## src/rtl/ro_meas_pkg.sv

```systemverilog
// Shared types and default widths for the ring-oscillator frequency meter.
package ro_meas_pkg;

  localparam int CNT_W_DEF         = 24;
  localparam int GATE_W_DEF        = 20;
  localparam int SETTLE_CYCLES_DEF = 16;
  localparam int SEL_W             = 5;

  typedef enum logic [1:0] {
    ST_IDLE    = 2'd0,
    ST_SETTLE  = 2'd1,
    ST_MEASURE = 2'd2,
    ST_DONE    = 2'd3
  } state_t;

  function automatic logic is_one_hot(input logic [SEL_W-1:0] v);
    return (v != '0) && ((v & (v - 1'b1)) == '0);
  endfunction

endpackage

```

## src/rtl/ro_sync_edge.sv

```systemverilog
// Two-flop synchronizer for the divided oscillator tap, followed by a
// registered rising-edge pulse (three cycles from input edge to usable pulse).
module ro_sync_edge (
  input  logic clk,
  input  logic rst,
  input  logic async_in,
  output logic rise
);

  logic s1, s2, s3;

  always_ff @(posedge clk or posedge rst) begin
    if (rst) begin
      s1   <= 1'b0;
      s2   <= 1'b0;
      s3   <= 1'b0;
      rise <= 1'b0;
    end else begin
      s1   <= async_in;
      s2   <= s1;
      s3   <= s2;
      rise <= s2 & ~s3;
    end
  end

endmodule

```

## src/rtl/ro_freq_meter.sv

```systemverilog
// Ring-oscillator frequency meter: settles the selected oscillator, then counts
// divided-tap edges over a gate window. Define RO_FREQ_OVF_EN for saturation.
//
// Handshakes: a command transfers on a clock edge where cmd_valid_i && cmd_ready_o;
// a result transfers on an edge where res_valid_o && res_ready_i. Valid is never
// withdrawn without a transfer, except by abort_i or reset.
module ro_freq_meter
  import ro_meas_pkg::*;
#(
  parameter int CNT_W         = CNT_W_DEF,
  parameter int GATE_W        = GATE_W_DEF,
  parameter int SETTLE_CYCLES = SETTLE_CYCLES_DEF
) (
  input  logic              wb_clk_i,
  input  logic              wb_rst_i,
  input  logic              cmd_valid_i,
  output logic              cmd_ready_o,
  input  logic [SEL_W-1:0]  cmd_sel_i,
  input  logic [GATE_W-1:0] cmd_gate_i,
  input  logic              abort_i,
  output logic [SEL_W-1:0]  ro_sel_o,
  output logic              ro_start_o,
  input  logic              ro_div_i,
  output logic              res_valid_o,
  input  logic              res_ready_i,
  output logic [CNT_W-1:0]  res_count_o,
  output logic              res_err_o,
  output logic              res_ovf_o,
  output logic [1:0]        dbg_state
);

  localparam logic [GATE_W-1:0] SETTLE_LOAD = GATE_W'(SETTLE_CYCLES - 1);

  state_t             state, state_nxt;
  logic [GATE_W-1:0]  tmr, gate_q;
  logic [SEL_W-1:0]   sel_q;
  logic [CNT_W-1:0]   cnt_q;
  logic               err_q;
  logic               rise, accept, sel_ok, abort_hit, tmr_zero;

  ro_sync_edge u_sync (
    .clk      (wb_clk_i),
    .rst      (wb_rst_i),
    .async_in (ro_div_i),
    .rise     (rise)
  );

  assign accept    = (state == ST_IDLE) && cmd_valid_i;
  assign sel_ok    = is_one_hot(cmd_sel_i);
  assign abort_hit = abort_i && (state != ST_IDLE);
  assign tmr_zero  = (tmr == '0);

  always_ff @(posedge wb_clk_i or posedge wb_rst_i) begin
    if (wb_rst_i) state <= ST_IDLE;
    else          state <= state_nxt;
  end

  // Abort outranks both the timers and the result handshake.
  always_comb begin
    state_nxt = state;
    case (state)
      ST_IDLE:    if (cmd_valid_i) state_nxt = sel_ok ? ST_SETTLE : ST_DONE;
      ST_SETTLE:  if (abort_i) state_nxt = ST_IDLE;
                  else if (tmr_zero) state_nxt = ST_MEASURE;
      ST_MEASURE: if (abort_i) state_nxt = ST_IDLE;
                  else if (tmr_zero) state_nxt = ST_DONE;
      ST_DONE:    if (abort_i || res_ready_i) state_nxt = ST_IDLE;
      default:    state_nxt = ST_IDLE;
    endcase
  end

`ifdef RO_FREQ_OVF_EN
  logic ovf_q;
`endif

  always_ff @(posedge wb_clk_i or posedge wb_rst_i) begin
    if (wb_rst_i) begin
      tmr    <= '0;
      gate_q <= '0;
      sel_q  <= '0;
      cnt_q  <= '0;
      err_q  <= 1'b0;
`ifdef RO_FREQ_OVF_EN
      ovf_q  <= 1'b0;
`endif
    end else if (accept) begin
      tmr    <= SETTLE_LOAD;
      gate_q <= (cmd_gate_i == '0) ? GATE_W'(1) : cmd_gate_i;
      sel_q  <= sel_ok ? cmd_sel_i : '0;
      cnt_q  <= '0;
      err_q  <= ~sel_ok;
`ifdef RO_FREQ_OVF_EN
      ovf_q  <= 1'b0;
`endif
    end else if (abort_hit) begin
      sel_q  <= '0;
      cnt_q  <= '0;
      err_q  <= 1'b0;
`ifdef RO_FREQ_OVF_EN
      ovf_q  <= 1'b0;
`endif
    end else begin
      // The settle timer reloads with the gate length as MEASURE begins.
      if (state == ST_SETTLE && tmr_zero)
        tmr <= gate_q - 1'b1;
      else if ((state == ST_SETTLE || state == ST_MEASURE) && !tmr_zero)
        tmr <= tmr - 1'b1;
      if (state == ST_MEASURE && rise) begin
`ifdef RO_FREQ_OVF_EN
        if (&cnt_q) ovf_q <= 1'b1;
        else        cnt_q <= cnt_q + 1'b1;
`else
        cnt_q <= cnt_q + 1'b1;
`endif
      end
    end
  end

  assign cmd_ready_o = (state == ST_IDLE);
  assign ro_start_o  = (state == ST_SETTLE) || (state == ST_MEASURE);
  assign ro_sel_o    = ro_start_o ? sel_q : '0;
  assign res_valid_o = (state == ST_DONE);
  assign res_count_o = cnt_q;
  assign res_err_o   = err_q && (state == ST_DONE);
`ifdef RO_FREQ_OVF_EN
  assign res_ovf_o   = ovf_q && (state == ST_DONE);
`else
  assign res_ovf_o   = 1'b0;
`endif
  assign dbg_state   = state;

endmodule

```

## config.mk

```make
export PLATFORM = sky130hd
export DESIGN_NAME = ro_freq_meter
export DESIGN_NICKNAME = d
export VERILOG_FILES = /design/src/rtl/ro_meas_pkg.sv /design/src/rtl/ro_sync_edge.sv /design/src/rtl/ro_freq_meter.sv
export SDC_FILE = /design/constraint.sdc
export NUM_CORES = 1
export LEC_CHECK = 0
export CELL_PAD_IN_SITES_DETAIL_PLACEMENT = 0
export CELL_PAD_IN_SITES_GLOBAL_PLACEMENT = 1
export CORE_ASPECT_RATIO = 0.7
export CORE_MARGIN = 2
export CORE_UTILIZATION = 45
export CTS_CLUSTER_DIAMETER = 40
export DETAILED_ROUTE_END_ITERATION = 7
export PLACE_DENSITY_LB_ADDON = 0.2
export SLEW_MARGIN = 20
export SYNTH_ARGS = -nofsm -noshare
export SYNTH_HDL_FRONTEND = slang
export SYNTH_SLANG_ARGS = --single-unit
```

## constraint.sdc

```tcl
create_clock -name wb_clk_i -period 4.6 [get_ports wb_clk_i]
set_input_delay 0.46 -clock wb_clk_i [delete_from_list [all_inputs] [get_ports wb_clk_i]]
set_output_delay 0.46 -clock wb_clk_i [all_outputs]
set_load 0.05 [all_outputs]
```

==> qor.csv <==
metric,value,unit
combinational power share,0.367,
Main synth FF type,dfrtp_1,
Area Overhead vs Synth,24.3,%
Worst Hold Class,reg -> reg,
Worst Clk Skew,7.72,ps
worst vdd ir,0.371,mV
vias per inst,5.95,
Switching Share,0.411,
Final Hold Fails,0,
initial antenna violation count,0,
total gr overflow,0,
Buffers on Ports,65,
RSZ-0062 raised after global routing,no,
slew margin rel.,0.324,
synth warn,0,
Yosys top cell area share,0.423,
Synth area leader,dfrtp_1,
vias in the first global route,3687,
cells along the critical path,inv_1 -> ha_1 -> nand2_1 -> nor3_4 -> a21oi_1 -> ha_1 -> nor3b_1 -> nand3_1 -> nor3_1 -> o211ai_1 -> or3_1 -> nand3_1,
Clock Path Buffers,2,
setup TNS,0,ps
initial drt markers,337,
"CTS clk-pin slew, worst paths",60,ps
P_sw,1160,µW
Async SR Flop Fraction,1.00,
total CTS buffers,9,
post-route ant nets,0,
share of cells above drive strength 1,0.111,
average wire per standard cell,19.2,µm
Critical Path Source Type,flop,
WL final,12800,µm
measured slew at the worst slew-check pin,1010,ps
crit-path max cell delay,550,ps
Adder-Cell Fraction of Synth Area,0.0167,
diodes inserted,0,
first-pass GRT wire length,20400,µm
Max Cap Viol,0,
Critical Path Fanout Max,7,
Clock Latency Late Sink,340,ps
CTS H-tree depth,3,
master of the slowest instance on the critical path,nor3b_1,
main combinational cell family by area after synthesis,simple AND/OR/NAND/NOR gates,
Pleak,0.00227,µW
GRT Resource Usage Total,0.251,
status,"finished, final reports clean",
WS Path Type,reg -> reg,
CP Data Arrival Time,3750,ps
sequential share of the synthesized area,0.423,
CTS root buffer,clkbuf_16,
DR pass1 iterations,5,
routability congestion estimate,0.981,
fin crit period,3480,ps
Top Ports,67,
CTS Sinks,76,
endpoint class of the critical path,flop,
internal power,1670,µW
Starting Density,0.462,
CTS tree,done,
row cnt,30,
worst path required time,4870,ps
Clk pwr share,0.277,
Fmax,0.288,GHz
Reg power frac,0.356,
"Hold-fix buffers, CTS",0,
syn nets,510,
Yosys reg bits,76,
fin. max-slew vios,0,
mux contribution to synthesized area,0.0562,
pin count of the biggest net entering global routing,77,
Compound-Gate Fraction of Synth Area,0.176,
Core ar.,9720,µm²
die area,10800,µm²
Final setup viols,0,
Post-DP HPWL,9310,µm
Netlist cell types,68,
mapped cell area,4500,µm²
PwrDens,506,nW/µm²
syn_area_per_cell,9.50,µm²
synth top area cells,"dfrtp_1, mux2_2, nor2_1",
post_cts resized,0,
vias,3982,
nets@finish,574,
post-CTS setup buffers,0,
Die H,87.6,µm
die width,123,µm
DRC,0,
Gate Count Post-Synth,473,
number of synthesized flops with an enable pin,0,
Final Cycle Share,0.756,
Synth Area in XOR/XNOR,0.0487,
Post-Synth Simple-Gate Area,0.252,
Finished Core Util,0.575,
==> final cells by class <==
cell class              instances  area [µm²]
fillers                       848        4130
multi-input cells             370        2480
flip-flops and latches         76        1900
repair buffers                 69         684
clock buffers                  10         239
well taps                     128         160
clock inverters                 5        85.1
inverters                      11        41.3
==> per-layer routing <==
layer | share of wire | GRT usage
met1 | 0.51 | 0.396
met2 | 0.39 | 0.327
met3 | 0.090 | 0.0684
met4 | 0.013 | 0.0754
met5 | 0 | 0
==> power by group through the flow <==
stage | combinational (µW) | sequential (µW) | clock [µW]
floorplan | 687 | 972 | 0
detailed placement | 1020 | 1010 | 0
CTS | 1030 | 998 | 799
finish | 1040 | 1010 | 782
global route | 1120 | 1020 | 828
global placement | 1010 | 1000 | 0
==> through the flow <==
step / worst slack, ps / hold WS, ps / cells / power, µW / area (µm²)
2_1_floorplan: 1200 / 331 / 473 / 1660 / 4500
3_3_place_gp: 1290 / 334 / 654 / 2010 / 5260
3_5_place_dp: 1210 / 348 / 654 / 2030 / 5260
4_1_cts: 1200 / 362 / 669 / 2830 / 5580
5_1_grt: 900 / 369 / 669 / 2970 / 5590
6_report: 1120 / 355 / 669 / 2830 / 5590
==> final timing paths <==
check / from / end / slack [ps] / cells past startpoint
worst max-delay path: dbg_state[1] / tmr[18] / 1120 / 12
worst min-delay path: u_sync.s1 / u_sync.s2 / 350 / 0
worst max register to register: dbg_state[1] / tmr[18] / 1120 / 12
worst min register to register: u_sync.s1 / u_sync.s2 / 350 / 0
max in group asynchronous: wb_rst_i / gate_q[9] / 3500 / 3
min in group asynchronous: wb_rst_i / tmr[6] / 600 / 3
==> cells by family after synthesis <==
logic type	count (synthesis)
AOI/OAI and AO/OA	117
muxes	23
and+or+nand+nor	198
adders and majority gates	6
other	1
DFF	76
xor gates and xnor gates	25
buffers and inverters	27
==> state kept, by name (all words and copies together), names as in the netlist <==
signal	count
gate_q	20
dbg_state	2
res_count_o	24
u_sync.s1	1
sel_q	5
u_sync.s2	1
u_sync.s3	1
u_sync.rise	1
tmr	20
err_q	1
==> synthesized netlist by cell type, types with 2 or more instances <==
master / number
inv_1: 11
o311ai_0: 2
or3_1: 11
a22o_1: 8
a211oi_1: 3
mux2i_1: 5
a211o_1: 2
o211ai_1: 2
dfrtp_1: 76
and4_1: 5
o21ai_0: 25
xor2_1: 13
nor4_2: 2
a221o_1: 3
nor4_1: 8
or2_2: 4
buf_4: 2
o32a_1: 2
ha_1: 6
o21ai_1: 5
a2111o_1: 2
nor2b_1: 2
nand4_1: 10
or4_1: 3
nand2_1: 37
clkbuf_1: 6
buf_2: 8
xnor2_1: 12
nor4_4: 5
and3_1: 5
a21o_1: 5
nand2b_1: 3
o2bb2ai_1: 2
a31oi_1: 6
and2_1: 10
nor2_1: 46
nor3b_1: 3
nor3_1: 18
a21oi_1: 31
a22oi_1: 2
nand3_1: 17
o22a_1: 2
mux2_2: 18
==> cell usage in the layout, fill, tap and decap left out, types with 8 or more instances in the layout <==
master	netlist	routed
o21ai_0	25	25
inv_1	11	10
a21oi_1	31	31
or3_1	11	11
nor2_1	46	45
nand2_1	37	37
nor4_1	8	8
xor2_1	13	13
nor3_1	18	18
nand4_1	10	10
xnor2_1	12	12
clkbuf_16	0	9
a22o_1	8	8
and2_1	10	10
nand3_1	17	17
dfrtp_1	76	76
clkdlybuf4s50_1	0	65
mux2_2	18	18
==> critical path: cells and delay by family, from the launching register on <==
kind | cells | cell delay [ps]
AOI/OAI and AO/OA | 2 | 420
adders and majority gates | 2 | 510
buffers and inverters | 1 | 100
DFF | 1 | 400
and+or+nand+nor | 7 | 1990
No activity file was read; power rests on OpenSTA's default activity.
